==> config.mk <==
export PLATFORM = sky130hd
export DESIGN_NAME = seq_mul_unit
export DESIGN_NICKNAME = d
export VERILOG_FILES = /design/src/rtl/seq_mul_unit.sv
export SDC_FILE = /design/constraint.sdc
export NUM_CORES = 1
export LEC_CHECK = 0
export BUFFER_PORTS_ARGS = -buffer_cell sky130_fd_sc_hd__buf_2
export CORE_MARGIN = 1.5
export CORE_UTILIZATION = 23
export DETAILED_ROUTE_END_ITERATION = 10
export HOLD_SLACK_MARGIN = 0.15
export PLACE_DENSITY = 0.49
export SYNTH_ARGS = -nofsm -noshare
export SYNTH_HDL_FRONTEND = slang
export SYNTH_SLANG_ARGS = --single-unit
==> constraint.sdc <==
create_clock -name clk_i -period 2.8 [get_ports clk_i]
set_input_delay 0.42 -clock clk_i [delete_from_list [all_inputs] [get_ports clk_i]]
set_output_delay 0.42 -clock clk_i [all_outputs]
set_load 0.005 [all_outputs]
==> src/rtl/seq_mul_unit.sv <==
// -----------------------------------------------------------------------------
// seq_mul_unit
//   Iterative multi-cycle multiplier for the 16-bit datapath. Operands come from
//   the register-file read ports, the result leaves as a one-cycle write-back
//   triple (wr_en, wr_addr, wr_data). Each operation retires one operand bit per
//   clock for WIDTH clocks, followed by a single write-back cycle. A new start can
//   be accepted on the edge that leaves write-back, so operations can run
//   back to back.
//
//   Optional feature macro: SEQ_MUL_DIV_EN
//     defined   : op_i = 1 selects unsigned restoring division. The result is the
//                 quotient. A zero divisor gives all-ones and div_by_zero_o.
//     undefined : op_i is ignored, div_by_zero_o is tied low, no divider logic.
//
// Ports
//   clk_i          clock, rising edge
//   reset_i        asynchronous active-high reset
//   start_i        request a new operation (sampled in IDLE and WB only)
//   op_i           0 = multiply, 1 = divide (divider builds only)
//   dest_addr_i    destination register of the result
//   op_a_i         multiplicand / dividend
//   op_b_i         multiplier / divisor
//   busy_o         operation in progress (RUN and WB)
//   done_o         one-cycle completion pulse, same cycle as wr_en_o
//   wr_en_o        register-file write strobe
//   wr_addr_o      latched destination address
//   wr_data_o      result, held until the next write-back or reset
//   div_by_zero_o  one-cycle flag with done_o: divide with a zero divisor
//
// States
//   S_IDLE | waiting for start_i
//   S_RUN  | one operand bit per cycle, WIDTH cycles
//   S_WB   | write-back cycle, wr_en_o = done_o = 1
// -----------------------------------------------------------------------------
module seq_mul_unit #(
    parameter int WIDTH      = 16,
    parameter int REG_ADDR_W = 2
) (
    input  logic                  clk_i,
    input  logic                  reset_i,
    input  logic                  start_i,
    input  logic                  op_i,
    input  logic [REG_ADDR_W-1:0] dest_addr_i,
    input  logic [WIDTH-1:0]      op_a_i,
    input  logic [WIDTH-1:0]      op_b_i,
    output logic                  busy_o,
    output logic                  done_o,
    output logic                  wr_en_o,
    output logic [REG_ADDR_W-1:0] wr_addr_o,
    output logic [WIDTH-1:0]      wr_data_o,
    output logic                  div_by_zero_o
);

    localparam int CNT_W = (WIDTH > 1) ? $clog2(WIDTH) : 1;
    localparam logic [CNT_W-1:0] LAST_CNT = CNT_W'(WIDTH - 1);

    typedef enum logic [1:0] {
        S_IDLE = 2'd0,
        S_RUN  = 2'd1,
        S_WB   = 2'd2
    } state_t;

    state_t                state_q;
    logic [CNT_W-1:0]      count_q;
    logic [WIDTH-1:0]      a_q;      // multiplicand (shifts left) / dividend-quotient
    logic [WIDTH-1:0]      b_q;      // multiplier (shifts right) / divisor
    logic [WIDTH-1:0]      acc_q;    // product accumulator / partial remainder
    logic [REG_ADDR_W-1:0] dest_q;

    logic [WIDTH-1:0]      a_d;
    logic [WIDTH-1:0]      b_d;
    logic [WIDTH-1:0]      acc_d;
    logic [WIDTH-1:0]      result_d;
    logic                  div0_d;
    logic                  accept;

`ifdef SEQ_MUL_DIV_EN
    logic                  op_q;
    logic [WIDTH:0]        rem_shift;
    logic [WIDTH:0]        rem_diff;
`else
    logic                  unused_op;
    assign unused_op = op_i;
`endif

    // Start is honoured in IDLE and on the edge that leaves WB.
    assign accept = start_i && ((state_q == S_IDLE) || (state_q == S_WB));

    // One iteration of the datapath, applied on every RUN edge.
    always_comb begin
        a_d      = a_q << 1;
        b_d      = b_q >> 1;
        acc_d    = b_q[0] ? (acc_q + a_q) : acc_q;
        result_d = acc_d;
        div0_d   = 1'b0;
`ifdef SEQ_MUL_DIV_EN
        // Restoring division: dividend bits shift out of a_q into the partial
        // remainder while quotient bits shift into a_q from the right.
        rem_shift = {acc_q, a_q[WIDTH-1]};
        rem_diff  = rem_shift - {1'b0, b_q};
        if (op_q) begin
            b_d = b_q;
            if (!rem_diff[WIDTH]) begin
                acc_d = rem_diff[WIDTH-1:0];
                a_d   = {a_q[WIDTH-2:0], 1'b1};
            end else begin
                acc_d = rem_shift[WIDTH-1:0];
                a_d   = {a_q[WIDTH-2:0], 1'b0};
            end
            // A zero divisor would let the remainder overflow, so the
            // all-ones quotient is forced rather than computed.
            div0_d   = (b_q == '0);
            result_d = div0_d ? '1 : a_d;
        end
`endif
    end

    always_ff @(posedge clk_i or posedge reset_i) begin
        if (reset_i) begin
            state_q       <= S_IDLE;
            count_q       <= '0;
            a_q           <= '0;
            b_q           <= '0;
            acc_q         <= '0;
            dest_q        <= '0;
`ifdef SEQ_MUL_DIV_EN
            op_q          <= 1'b0;
`endif
            busy_o        <= 1'b0;
            done_o        <= 1'b0;
            wr_en_o       <= 1'b0;
            wr_addr_o     <= '0;
            wr_data_o     <= '0;
            div_by_zero_o <= 1'b0;
        end else begin
            done_o        <= 1'b0;
            wr_en_o       <= 1'b0;
            div_by_zero_o <= 1'b0;
            if (accept) begin
                a_q     <= op_a_i;
                b_q     <= op_b_i;
                dest_q  <= dest_addr_i;
`ifdef SEQ_MUL_DIV_EN
                op_q    <= op_i;
`endif
                acc_q   <= '0;
                count_q <= '0;
                busy_o  <= 1'b1;
                state_q <= S_RUN;
            end else begin
                case (state_q)
                    S_RUN: begin
                        a_q     <= a_d;
                        b_q     <= b_d;
                        acc_q   <= acc_d;
                        count_q <= count_q + 1'b1;
                        if (count_q == LAST_CNT) begin
                            state_q       <= S_WB;
                            wr_en_o       <= 1'b1;
                            done_o        <= 1'b1;
                            wr_addr_o     <= dest_q;
                            wr_data_o     <= result_d;
                            div_by_zero_o <= div0_d;
                        end
                    end
                    S_WB: begin
                        busy_o  <= 1'b0;
                        state_q <= S_IDLE;
                    end
                    default: begin
                        state_q <= S_IDLE;
                    end
                endcase
            end
        end
    end

endmodule

**Word-level counts from Yosys, hierarchy flattened**

Index checks and enable logic that the tools add are counted.

- Input port bits: 38
- Output and inout port bits: 22
- Logic and storage cells: 40
- Bits in registers: 76

- Bitwise gates (word level): 1
- Reductions and logical operators: 6
- Equality and inequality tests: 4
- Muxes and demuxes: 17
- Add/sub/neg operators: 2

Operators by type and width:

| operator | number |
|---|---|
| $mux W16 | 7 |
| $add A16 B16 Y16 | 1 |
| $mux W4 | 2 |
| $mux W2 | 3 |
| $mux W1 | 5 |
| $add A4 B1 Y4 const B | 1 |
| $eq A4 B4 Y1 const B | 1 |
| $reduce_bool A2 Y1 | 2 |
| $ne A3 B3 Y1 const B | 1 |
| $reduce_and A3 Y1 | 1 |
| $eq A2 B1 Y1 const B | 1 |
| $eq A2 B2 Y1 const B | 1 |
| $logic_not A2 Y1 | 1 |
| $logic_and A1 B1 Y1 | 1 |
| $logic_or A1 B1 Y1 | 1 |
| $not A1 Y1 | 1 |

**Logic depth before layout (Yosys ltp)**

Gate-level depths: netlist of the first run.

- Depth after elaboration: 5
- Mapped depth: 9
- Depth with buffers taken out: 9

**Least setup slack after synthesis of the first run**

Ideal clock, no wire load.

- Kind: flip-flop to flip-flop
- Start point: register a_q[0]
- End point: register acc_q[12]
- Data arrival time: 2166 ps
- Setup time: 134 ps
- Clock period less this slack: 2300 ps
- Data required time: 2666 ps
- Slack: 500 ps
- Path buffers: 0
- Cell stages (with the launch flop): 10
- Cell sequence: dfrtp_1 ha_1 fa_1 a21oi_1 o21ai_0 a21oi_1 o21ai_1 a221oi_1 xor2_1 o21ai_0

- Longest elaborated chain between the ends: 4

RTL lines:

| item | RTL line | source |
|---|---|---|
| from (decl) | 65 | `logic [WIDTH-1:0] a_q;` |
| from (signal assigned) | 140 | `a_q <= op_a_i;` |
| $add A16 B16 Y16 | 93 | `acc_d = b_q[0] ? (acc_q + a_q) : acc_q;` |
| $mux W16 | 93 |  |
| $mux W16 | 151 | `case (state_q)` |
| $mux W16 | 139 | `if (accept) begin` |
| to (signal assigned) | 124 | `acc_q <= '0;` |
| to (signal assigned) | 146 | `acc_q <= '0;` |
| to (signal assigned) | 155 | `acc_q <= acc_d;` |
| to (decl) | 67 | `logic [WIDTH-1:0] acc_q;` |

Every way passes these cells. The select of a mux whose other input is x is not followed.
A chain may end at the register's enable or synchronous reset.

**Worst setup path in the final report of the first run**

Ends and elaborated chain as after synthesis.

==> qor.csv, run 1 <==
stage,metric,value,unit
pwr,leakage component of the power,2.308,nW
worst_setup_path,start-to-end type of the worst setup path,flip-flop to flip-flop,
pwr,Pwr Total,5.807,mW
sta,Final Slew Violations,0,
placed_design,detailed-placement wirelength estimate,6.963,mm
worst_setup_path,CP max stage delay,0.41,ns
drt,drt first-iter violations,187,
drt,vias per cell,4.501,
placed_design,final weighted congestion in routability-driven placement,0.8569,
sta,final total negative setup slack,0,ns
logic_synthesis,library cell occupying the most area in the post-synthesis netlist,sky130_fd_sc_hd__dfrtp_1,
drt,count of vias placed by the detailed router,3092,
pwr,clock share of power,0.187,
drt,number of iterations in the first detailed-routing pass,4,
logic_synthesis,number of nets in the synthesized netlist,469,
pwr,share of power burned in registers,0.337,
global_routing,gr ovfl total,0,
clock_tree,clock sink count,76,
placed_design,Placed Cells,673,
worst_hold_path,min-delay worst type,input port to async pin,
sta,Tcrit/Tclk final,0.9275,
clock_tree,cell chosen for the clock root,sky130_fd_sc_hd__clkbuf_16,
outcome,result of the run,finished clean,
drt,routed wirelength normalized by instance count,13.98,um
worst_setup_path,sort of element at the end of the critical path,flip-flop,
global_routing,Tot GR Track Use,0.1186,
final_layout,# fillers,1747,
logic_synthesis,post-synthesis register bit count,76,
sta,measured slew at the worst slew-check pin,0.7939,ns
worst_setup_path,WP data required,3.00,ns
logic_synthesis,fraction of the yosys area taken by sequential cells,0.4889,
clock_tree,Worst-Skew Late Latency,0.33,ns
final_layout,Antenna Diode Count,0,
final_layout,share of cells above drive strength 1,0.2099,
worst_setup_path,number of buffer and inverter stages on the critical path,0,
pwr,switching power total,2.346,mW
logic_synthesis,Synth Flop Type,sky130_fd_sc_hd__dfrtp_1,
worst_setup_path,Critical Path AT,2.80,ns
worst_setup_path,kind of start point of the critical path,flip-flop,
clock_tree,CTS tree,done,
final_layout,"count of placed standard cells in the final layout, fillers left out",687,
clock_tree,number of gates given a new drive strength after cts,0,
logic_synthesis,most repeated cell in the gate-level netlist after synthesis,sky130_fd_sc_hd__nand2_1,
logic_synthesis,post-synthesis instance area,3890,um2
floorplanning,Initial Util,0.2354,
clock_tree,Inserted Clock Buffers,9,
clock_tree,hold buffers post-CTS,0,
pwr,pwr dens,1233,nW/um2
clock_tree,number of buffers between clock root and the deepest sink,2,
logic_synthesis,synthesized netlist cell count,414,
sta,Worst Clk Skew,0.005851,ns
logic_synthesis,asr flop ratio synth,1.000,
final_layout,layout net count,519,
sta,"Setup violations, final",0,
final_layout,synthesis-to-layout area growth,21.10,%
worst_setup_path,Worst path most repeated cell,sky130_fd_sc_hd__o21ai_0,
floorplanning,Core Footprint,16520,um2
floorplanning,width of the die,133.1,um
logic_synthesis,most frequent cells after synthesis,"106 x sky130_fd_sc_hd__nand2_1, 76 x sky130_fd_sc_hd__dfrtp_1, 30 x sky130_fd_sc_hd__o21ai_0, 25 x sky130_fd_sc_hd__a22oi_1, 23 x sky130_fd_sc_hd__clkbuf_1",
placed_design,Buffers on Ports,57,
logic_synthesis,area share of the largest cell type after synthesis,0.4889,
floorplanning,Die Area,17700,um2
worst_setup_path,"Cell Chain, Critical Path","ha_1, fa_1, a21oi_1, o21ai_0, a21oi_2, o21ai_1, a221oi_1, xor2_1, o21ai_0",
floorplanning,I/O pins,60,
sta,unrepaired setup endpoints after global routing,no,
sta,f_max,385.1,MHz
sta,final hold viol count,0,
sta,Post-Route Hold Slack,0.2125,ns
logic_synthesis,average cell area after synthesis,9.396,um2
floorplanning,number of placement rows,47,
logic_synthesis,number of distinct library cells after synthesis,42,
logic_synthesis,Post-synth EDFFs,0,
worst_setup_path,peak fanout along the critical path,3,
worst_setup_path,cell with the largest stage delay on the worst path,sky130_fd_sc_hd__fa_1,
global_routing,first-pass GRT wire length,16.57,mm
drt,DRC violation count after routing,0,
sta,Final Critical Period,2.597,ns
global_routing,initial antenna violation count,1,
job,number of maximum-capacitance constraint violations,0,
global_routing,vias in the first global route,3237,
pwr,Sw Ratio,0.4039,
clock_tree,clock edge transition at the registers on the reported setup and hold paths,0.06,ns
sta,Rel. slew slack,0.4708,
global_routing,largest net degree at the start of global routing,45,
clock_tree,depth of the CTS H-tree,3,
pwr,IR Drop Worst-Case VDD,0.4213,mV
floorplanning,vertical die dimension,133.1,um
logic_synthesis,largest cells by area after synthesis,"sky130_fd_sc_hd__dfrtp_1 49%, sky130_fd_sc_hd__nand2_1 10%, sky130_fd_sc_hd__ha_1 5.1%",
pwr,combinational cell fraction of total power,0.477,
logic_synthesis,count of yosys warnings during synthesis,0,
drt,total detailed-routing wirelength,9.606,mm
drt,Final ANT Viol Nets,0,
pwr,internal power summed over all cells,3.462,mW
worst_setup_path,gate family responsible for the most delay along the worst path,compound AO/OA/AOI/OAI gates,
clock_tree,number of buffers added for setup after CTS,0,
## through the flow
step	utilization	setup slack, ns	cell area, um2
floorplan	-	0.4417	3890
global placement	0.2681	0.2055	4431
detailed placement	0.2681	0.1197	4431
CTS	0.2848	0.1068	4707
global route	0.2851	0.002775	4711
finish	0.2851	0.2030	4711
## worst paths after layout
check	start	to	slack, ns	depth (start not counted)
min in group clk_i	dest_addr_i[0]	dest_q[0]	0.28	3
worst min register to register	wr_data_o[6]	wr_data_o[6]	0.46	2
worst max register to register	a_q[0]	acc_q[12]	0.20	9
worst min-delay path	reset_i	b_q[12]	0.21	2
worst max-delay path	a_q[0]	acc_q[12]	0.20	9
max in group asynchronous	reset_i	acc_q[14]	1.88	3
## worst register-to-register path: stages, from the launching register on
cell                       delay, ns
sky130_fd_sc_hd__dfrtp_1        0.40
sky130_fd_sc_hd__ha_1           0.26
sky130_fd_sc_hd__fa_1           0.41
sky130_fd_sc_hd__a21oi_1        0.19
sky130_fd_sc_hd__o21ai_0        0.18
sky130_fd_sc_hd__a21oi_2        0.22
sky130_fd_sc_hd__o21ai_1        0.14
sky130_fd_sc_hd__a221oi_1       0.36
sky130_fd_sc_hd__xor2_1         0.21
sky130_fd_sc_hd__o21ai_0        0.10
## cells by family (layout without fill, tap and decap cells)
group,Yosys count,count (layout),share of synthesized area
AO/OA/AOI/OAI,108,108,0.1849
XOR/XNOR,14,14,0.03152
adder cells (fa/ha/maj),17,17,0.05661
buffers and inverters,35,88,0.03634
flip-flops,76,76,0.4889
multiplexers,12,12,0.03184
other,1,1,0.0009640
AND/OR/NAND/NOR,151,151,0.1689
## layer usage
metal	global-route usage	vias to the layer above	routed length, um
met3	0.04061	8	634
met2	0.1814	71	4204
met4	0.03236	0	102
met5	0	-	0
met1	0.1596	1458	4664
li1	-	1555	-
## registers in the layout, indices dropped and copies added (netlist names)
name       flops
a_q           16
acc_q         16
b_q           16
busy_o         1
count_q        4
dest_q         2
state_q        2
wr_addr_o      2
wr_data_o     16
wr_en_o        1
## placed cells by master (no fill, tap or decap), drive strengths merged, types with 6 or more instances in the layout
master | Yosys | final
nand2 | 106 | 106
dfrtp | 76 | 76
buf | 5 | 67
o21ai | 33 | 33
a22oi | 25 | 25
ha | 16 | 16
a21oi | 16 | 16
nand3 | 15 | 15
mux2i | 12 | 12
clkbuf | 23 | 12
a21o | 9 | 9
nor2 | 9 | 9
a31oi | 7 | 7
xnor2 | 7 | 7
xor2 | 7 | 7
inv | 7 | 7
and3 | 6 | 6
## power by group through the flow
stage / Clock, mW / Sequential, mW / Combinational [mW]
finish: 1.08 / 1.96 / 2.77
global route: 1.18 / 2.04 / 3.15
CTS: 1.12 / 1.97 / 2.79
detailed placement: 0 / 1.98 / 2.79
global placement: 0 / 1.97 / 2.71
floorplan: 0 / 1.88 / 2.10
## area by class of cell
cell class / instances / area [um2] / area share
clock buffers: 12 / 266.5 / 0.05657
clock inverters: 2 / 10.01 / 0.002125
inverters: 7 / 26.28 / 0.005578
multi-input cells: 303 / 1858 / 0.3944
flip-flops and latches: 76 / 1902 / 0.4037
well taps: 220 / 275.3 / 0.05843
repair buffers: 67 / 372.9 / 0.07915
(Power assumes the default switching activity.)
==> inputs of run 2 (changes only) <==
- ABC_AREA: not set -> 1
- PLACE_DENSITY: 0.49 -> 0.5
- clock period: 2.8 -> 2.3 ns (I/O delays scaled with it)
==> qor.csv, run 2 <==
stage,metric,value,unit,change
outcome,result of the run,finished clean,,
clock_tree,clock edge transition at the registers on the reported setup and hold paths,0.06,ns,about the same
worst_setup_path,sort of element at the end of the critical path,flip-flop,,
sta,"Setup violations, final",0,,unchanged
final_layout,Register Area,1902,um2,unchanged
worst_setup_path,cell with the largest stage delay on the worst path,sky130_fd_sc_hd__fa_1,,
drt,DRC violation count after routing,0,,unchanged
floorplanning,Initial Util,0.2346,,-0.0008504
worst_setup_path,kind of start point of the critical path,flip-flop,,
global_routing,Tot GR Track Use,0.1137,,-0.004911
sta,f_max,519.1,MHz,+35%
worst_setup_path,gate family responsible for the most delay along the worst path,simple AND/OR/NAND/NOR gates,,
pwr,pwr dens,1558,nW/um2,+26%
sta,Worst Clk Skew,0.006822,ns,+0.0009706 ns
sta,final total negative setup slack,0,ns,unchanged
pwr,leakage component of the power,2.632,nW,+14%
worst_setup_path,end of the worst register-to-register path,acc_q[10],,
final_layout,synthesis-to-layout area growth,20.12,%,
floorplanning,vertical die dimension,138.6,um,+4.2%
clock_tree,clock sink count,76,,unchanged
sta,unrepaired setup endpoints after global routing,no,,
final_layout,# fillers,2021,,+16%
global_routing,vias in the first global route,3428,,+5.9%
clock_tree,number of gates given a new drive strength after cts,0,,unchanged
drt,total detailed-routing wirelength,10.25,mm,+6.7%
worst_hold_path,Min-Delay Endpoint,dest_q[1],,
logic_synthesis,fraction of the yosys area taken by sequential cells,0.4498,,-0.03907
drt,number of iterations in the first detailed-routing pass,4,,unchanged
logic_synthesis,post-synthesis instance area,4228,um2,+8.7%
logic_synthesis,synthesized netlist cell count,530,,+28%
floorplanning,width of the die,138.6,um,+4.2%
final_layout,highest-count cells in the layout ignoring fill and taps,"182 x sky130_fd_sc_hd__nand2_1, 76 x sky130_fd_sc_hd__dfrtp_1, 73 x sky130_fd_sc_hd__inv_1",,
global_routing,first-pass GRT wire length,17.42,mm,+5.1%
logic_synthesis,area share of the largest cell type after synthesis,0.4498,,-0.03907
final_layout,share of cells above drive strength 1,0.2014,,-0.008496
drt,routed wirelength normalized by instance count,12.50,um,-11%
global_routing,gr ovfl total,0,,unchanged
worst_setup_path,Worst path most repeated cell,sky130_fd_sc_hd__nand2_1,,
logic_synthesis,asr flop ratio synth,1.000,,unchanged
global_routing,largest net degree at the start of global routing,42,,-6.7%
final_layout,layout net count,641,,+24%
drt,Final ANT Viol Nets,0,,unchanged
final_layout,area taken by multi-input logic gates,1866,um2,+0.40%
worst_setup_path,R2R cell count,12,,+3
placed_design,Buffers on Ports,57,,unchanged
sta,Tcrit/Tclk final,0.8375,,-0.09002
clock_tree,CTS tree,done,,
worst_hold_path,min-delay src,dest_addr_i[1],,
logic_synthesis,most frequent cells after synthesis,"182 x sky130_fd_sc_hd__nand2_1, 76 x sky130_fd_sc_hd__dfrtp_1, 74 x sky130_fd_sc_hd__inv_1, 34 x sky130_fd_sc_hd__nand3_1, 29 x sky130_fd_sc_hd__o221ai_1",,
final_layout,most common library cell in the layout ignoring fill and taps,sky130_fd_sc_hd__nand2_1,,
logic_synthesis,average cell area after synthesis,7.977,um2,-15%
logic_synthesis,number of nets in the synthesized netlist,585,,+25%
worst_setup_path,peak fanout along the critical path,3,,unchanged
worst_setup_path,"Cell Chain, Critical Path","ha_1, fa_1, nand2_1, nand2_1, nand3b_1, nand2_1, nand2_1, nand2_1, nand2_1, nand3_1, nand3_1, nand2_1",,
worst_setup_path,launching point of the worst reg2reg path,a_q[0],,
clock_tree,number of buffers between clock root and the deepest sink,2,,unchanged
worst_hold_path,Min-Delay Path Depth,3,,
worst_setup_path,start-to-end type of the worst setup path,flip-flop to flip-flop,,
final_layout,post-route design area,5079,um2,+7.8%
placed_design,detailed-placement wirelength estimate,7.605,mm,+9.2%
floorplanning,I/O pins,60,,unchanged
worst_setup_path,CP max stage delay,0.41,ns,about the same
logic_synthesis,Post-synth EDFFs,0,,unchanged
worst_setup_path,number of buffer and inverter stages on the critical path,0,,unchanged
clock_tree,cell chosen for the clock root,sky130_fd_sc_hd__clkbuf_16,,
global_routing,initial antenna violation count,0,,-1
clock_tree,depth of the CTS H-tree,3,,unchanged
drt,count of vias placed by the detailed router,3413,,+10%
floorplanning,Core Footprint,18020,um2,+9.1%
job,number of maximum-capacitance constraint violations,0,,unchanged
logic_synthesis,Synth Flop Type,sky130_fd_sc_hd__dfrtp_1,,
sta,Rel. slew slack,0.6130,,+0.1423
logic_synthesis,most repeated cell in the gate-level netlist after synthesis,sky130_fd_sc_hd__nand2_1,,
drt,vias per cell,4.162,,-7.5%
pwr,IR Drop Worst-Case VDD,0.4651,mV,+10%
logic_synthesis,number of distinct library cells after synthesis,36,,-14%
sta,measured slew at the worst slew-check pin,0.5796,ns,-0.2143 ns
placed_design,final weighted congestion in routability-driven placement,0.8119,,-5.3%
worst_setup_path,Worst R2R Setup Slack,0.37,ns,+0.17 ns
logic_synthesis,post-synthesis register bit count,76,,unchanged
final_layout,Antenna Diode Count,0,,unchanged
sta,Final Slew Violations,0,,unchanged
logic_synthesis,count of yosys warnings during synthesis,0,,unchanged
clock_tree,Inserted Clock Buffers,9,,unchanged
floorplanning,Die Area,19200,um2,+8.5%
sta,Final Critical Period,1.926,ns,-0.6708 ns
worst_hold_path,min-delay worst type,input port to flip-flop,,
placed_design,placed instance area,4733,um2,+6.8%
worst_setup_path,Critical Path AT,2.16,ns,-0.64 ns
worst_setup_path,WP data required,2.53,ns,-0.47 ns
sta,final hold viol count,0,,unchanged
floorplanning,number of placement rows,49,,+4.3%
logic_synthesis,library cell occupying the most area in the post-synthesis netlist,sky130_fd_sc_hd__dfrtp_1,,
drt,drt first-iter violations,123,,-34%
clock_tree,Worst-Skew Late Latency,0.34,ns,about the same
logic_synthesis,largest cells by area after synthesis,"sky130_fd_sc_hd__dfrtp_1 45%, sky130_fd_sc_hd__nand2_1 16%, sky130_fd_sc_hd__inv_1 6.6%",,
==> run 2: stage by stage <==
step | hold WS [ns] | utilization | setup WS (ns) | power [mW] | std cells
global placement | 0.2620 | 0.2626 | 0.3840 | 6.344 | 803
CTS | 0.1815 | 0.2818 | 0.3632 | 8.034 | 820
detailed placement | 0.2634 | 0.2626 | 0.3807 | 6.400 | 803
finish | 0.1894 | 0.2818 | 0.3738 | 7.911 | 820
global route | 0.2150 | 0.2818 | 0.1736 | 8.728 | 820
floorplan | 0.4492 | - | 0.01667 | 5.378 | 530
==> run 2: area by class of cell <==
class,count,area share
flip-flops and latches,76,0.3745
well taps,229,0.05642
multi-input cells,350,0.3673
repair buffers,65,0.07342
inverters,84,0.06233
clock inverters,5,0.01626
clock buffers,11,0.04977
==> run 2: worst max path at each step <==
stage,start,endpoint,cells past startpoint,slack (ns)
2_1_floorplan,reset_i,a_q[0],1,0.02
3_3_place_gp,a_q[0],wr_data_o[10],12,0.38
3_5_place_dp,a_q[0],acc_q[10],12,0.38
4_1_cts,a_q[0],acc_q[10],12,0.36
5_1_grt,a_q[0],wr_data_o[14],12,0.17
6_report,a_q[0],acc_q[10],12,0.37
==> run 2: worst reg2reg max path, cell delays in order, from the launching register on <==
cell	delay (ns)
sky130_fd_sc_hd__dfrtp_1	0.38
sky130_fd_sc_hd__ha_1	0.22
sky130_fd_sc_hd__fa_1	0.41
sky130_fd_sc_hd__nand2_1	0.08
sky130_fd_sc_hd__nand2_1	0.08
sky130_fd_sc_hd__nand3b_1	0.11
sky130_fd_sc_hd__nand2_1	0.11
sky130_fd_sc_hd__nand2_1	0.10
sky130_fd_sc_hd__nand2_1	0.05
sky130_fd_sc_hd__nand2_1	0.05
sky130_fd_sc_hd__nand3_1	0.08
sky130_fd_sc_hd__nand3_1	0.09
sky130_fd_sc_hd__nand2_1	0.05
==> run 2: metal layers <==
metal,vias to the layer above,global-route usage,share of wire,wire (um)
li1,1805,-,-,-
met1,1553,0.1594,0.52,5372
met2,46,0.1757,0.44,4491
met3,9,0.01588,0.020,205
met4,0,0.04820,0.017,177
met5,-,0,0,0
==> run 2: timing repair <==
| action | 4_1_cts | 5_1_grt |
|---|---|---|
| hold buffers | 1 | 0 |
| buffers inserted | 0 | 0 |
| endpoints found under the hold margin | 8 | 0 |
==> run 2: cells by family after synthesis <==
group | after synthesis | share of synthesized area
fa+ha+maj | 17 | 0.05209
other cells | 1 | 0.0008870
flops | 76 | 0.4498
xor+xnor | 6 | 0.01243
compound gates | 64 | 0.1036
simple gates | 262 | 0.2723
buf+inv | 104 | 0.1089
==> run 2: report_power, final <==
group	switching (mW)	leakage [nW]	total [mW]	internal, mW
clock network	0.593	0.166	1.61	1.01
registers	0.396	0.948	2.35	1.96
logic	2.42	1.52	3.95	1.53
==> inputs of run 3 (changes only) <==
- ABC_AREA: 1 -> 0
- clock period: 2.3 -> 1.59 ns (I/O delays scaled with it)
==> qor.csv, run 3 (synthesis gave the netlist of run 1 again) <==
stage,metric,value,unit,change
floorplanning,number of placement rows,47,,-4.1%
drt,met2 wire length,5.094,mm,+13%
clock_tree,clock sink count,76,,unchanged
drt,vias per cell,4.423,,+6.3%
clock_tree,number of buffers between clock root and the deepest sink,2,,unchanged
drt,Final ANT Viol Nets,0,,unchanged
final_layout,Antenna Diode Count,0,,unchanged
drt,length of routed wiring on met1,5.091,mm,-5.2%
worst_setup_path,start-to-end type of the worst setup path,flip-flop to flip-flop,,
outcome,result of the run,"complete, but fails checks",,
sta,f_max,450.0,MHz,-13%
outcome,violated checks,setup timing,,
floorplanning,width of the die,133.1,um,-4.0%
drt,routed wirelength normalized by instance count,13.56,um,+8.5%
floorplanning,vertical die dimension,133.1,um,-4.0%
worst_setup_path,WP data required,1.82,ns,-0.71 ns
sta,final hold viol count,0,,unchanged
clock_tree,Inserted Clock Buffers,9,,unchanged
pwr,share of power burned in registers,0.265,,-0.032
worst_setup_path,Setup crit start,acc_q[0],,
pwr,combinational cell fraction of total power,0.584,,+0.084
placed_design,final weighted congestion in routability-driven placement,0.8115,,about the same
pwr,leakage component of the power,2.873,nW,+9.2%
global_routing,vias in the first global route,3693,,+7.7%
pwr,IR Drop Worst-Case VDD,0.9135,mV,+96%
final_layout,most common library cell in the layout ignoring fill and taps,sky130_fd_sc_hd__nand2_1,,
worst_setup_path,sort of element at the end of the critical path,flip-flop,,
drt,highest metal layer used by the detailed router,met4,,
floorplanning,I/O pins,60,,unchanged
worst_setup_path,launching point of the worst reg2reg path,acc_q[0],,
global_routing,first-pass GRT wire length,18.30,mm,+5.1%
worst_setup_path,peak fanout along the critical path,3,,unchanged
sta,Final Critical Period,2.222,ns,+0.2961 ns
global_routing,Tot GR Track Use,0.1330,,+0.01925
placed_design,detailed-placement wirelength estimate,7.714,mm,+1.4%
worst_setup_path,kind of start point of the critical path,flip-flop,,
pwr,Pwr Total,12.91,mW,+63%
pwr,Sw Ratio,0.3823,,-0.04842
worst_hold_path,min-delay worst type,input port to flip-flop,,
pwr,clock share of power,0.152,,-0.051
job,number of maximum-capacitance constraint violations,0,,unchanged
final_layout,synthesis-to-layout area growth,50.60,%,
drt,number of iterations in the first detailed-routing pass,4,,unchanged
final_layout,layout net count,632,,-1.4%
sta,final setup slack of the worst path,-0.6324,ns,-1.006 ns
global_routing,initial antenna violation count,0,,unchanged
final_layout,share of cells above drive strength 1,0.3466,,+0.1452
clock_tree,Worst-Skew Late Latency,0.35,ns,about the same
drt,met3 wire length,497,um,+140%
drt,count of vias placed by the detailed router,3538,,+3.7%
pwr,internal power summed over all cells,7.976,mW,+77%
clock_tree,depth of the CTS H-tree,3,,unchanged
clock_tree,clock edge transition at the registers on the reported setup and hold paths,0.06,ns,about the same
clock_tree,cell chosen for the clock root,sky130_fd_sc_hd__clkbuf_16,,
worst_hold_path,min-delay src,op_a_i[2],,
sta,Tcrit/Tclk final,1.398,,+0.5602
worst_setup_path,Critical Path AT,2.45,ns,+0.29 ns
floorplanning,Die Area,17700,um2,-7.8%
sta,Worst Clk Skew,0.009773,ns,+0.002951 ns
pwr,switching power total,4.937,mW,+45%
drt,drt first-iter violations,252,,+100%
floorplanning,Core Footprint,16520,um2,-8.3%
sta,"Setup violations, final",25,,+25
sta,Final Slew Violations,0,,unchanged
sta,unrepaired setup endpoints after global routing,yes,,
global_routing,gr ovfl total,0,,unchanged
drt,DRC violation count after routing,0,,unchanged
pwr,pwr dens,2204,nW/um2,+42%
placed_design,Buffers on Ports,57,,unchanged
final_layout,highest-count cells in the layout ignoring fill and taps,"104 x sky130_fd_sc_hd__nand2_1, 87 x sky130_fd_sc_hd__buf_4, 76 x sky130_fd_sc_hd__dfrtp_1",,
drt,total detailed-routing wirelength,10.85,mm,+5.9%
placed_design,worst slack at placement,-0.6590,ns,-1.040 ns
clock_tree,CTS tree,done,,
floorplanning,Initial Util,0.2354,,+0.0008504
global_routing,largest net degree at the start of global routing,77,,+83%
run 3: layout make-up:
| cell class | instances | area, um2 |
|---|---|---|
| Timing Repair Buffer | 180 | 1324 |
| Clock buffer | 11 | 232.7 |
| Inverter | 7 | 30.03 |
| Multi-Input combinational cell | 303 | 2054 |
| Tap cell | 220 | 275.3 |
| Fill cell | 1694 | 10670 |
| Sequential cell | 76 | 1902 |
| Clock inverter | 3 | 40.04 |
run 3: path summary, 6_finish.rpt:
kind                           endpoint  slack [ns]  cells past startpoint
min reg2reg                wr_data_o[5]        0.46                      2
max                           acc_q[15]       -0.63                      9
min in group asynchronous    count_q[1]        0.55                      4
min                              a_q[2]        0.17                      3
max in group asynchronous  wr_data_o[6]        0.71                      4
max reg2reg                   acc_q[15]       -0.63                      9
run 3: critical path: stages (launching register included):
cell                       delay (ns)
sky130_fd_sc_hd__dfrtp_1         0.41
sky130_fd_sc_hd__ha_4            0.19
sky130_fd_sc_hd__buf_4           0.14
sky130_fd_sc_hd__a211oi_4        0.22
sky130_fd_sc_hd__o31ai_2         0.11
sky130_fd_sc_hd__o2111a_2        0.27
sky130_fd_sc_hd__o21ai_2         0.15
sky130_fd_sc_hd__mux2i_2         0.30
sky130_fd_sc_hd__o21bai_1        0.09
sky130_fd_sc_hd__a22o_2          0.22
run 3: metal layers:
metal | global-route usage | vias up
met3 | 0.04521 | 15
met2 | 0.2124 | 71
met4 | 0.03846 | 0
met5 | 0 | -
li1 | - | 1768
met1 | 0.1707 | 1684
run 3: power by group through the flow:
| stage | logic (mW) | registers (mW) | clock network, mW |
|---|---|---|---|
| global placement | 6.58 | 3.39 | 0 |
| CTS | 7.27 | 3.42 | 2.02 |
| detailed placement | 6.74 | 3.42 | 0 |
| finish | 7.54 | 3.42 | 1.96 |
| floorplan | 3.82 | 3.31 | 0 |
| global route | 8.34 | 3.54 | 2.12 |
run 3: stage by stage:
step / hold WS (ns) / instance area (um2) / setup TNS (ns) / util / instances
after floorplan: 0.3439 / 3924 / -7.639 / - / 414
after global placement: 0.3893 / 5055 / -11.01 / 0.3059 / 750
after detailed placement: 0.3956 / 5055 / -11.93 / 0.3059 / 750
after CTS: 0.1638 / 5764 / -11.02 / 0.3488 / 796
after global routing: 0.1839 / 5858 / -14.11 / 0.3545 / 800
final: 0.1738 / 5858 / -11.77 / 0.3545 / 800
run 3: repair_timing:
item,in CTS,in global routing
hold buffers,30,0
resized for setup,23,12
endpoints found under the hold margin,105,0
buffers inserted,4,4
pin swaps,18,15
setup endpoints to repair,27,34
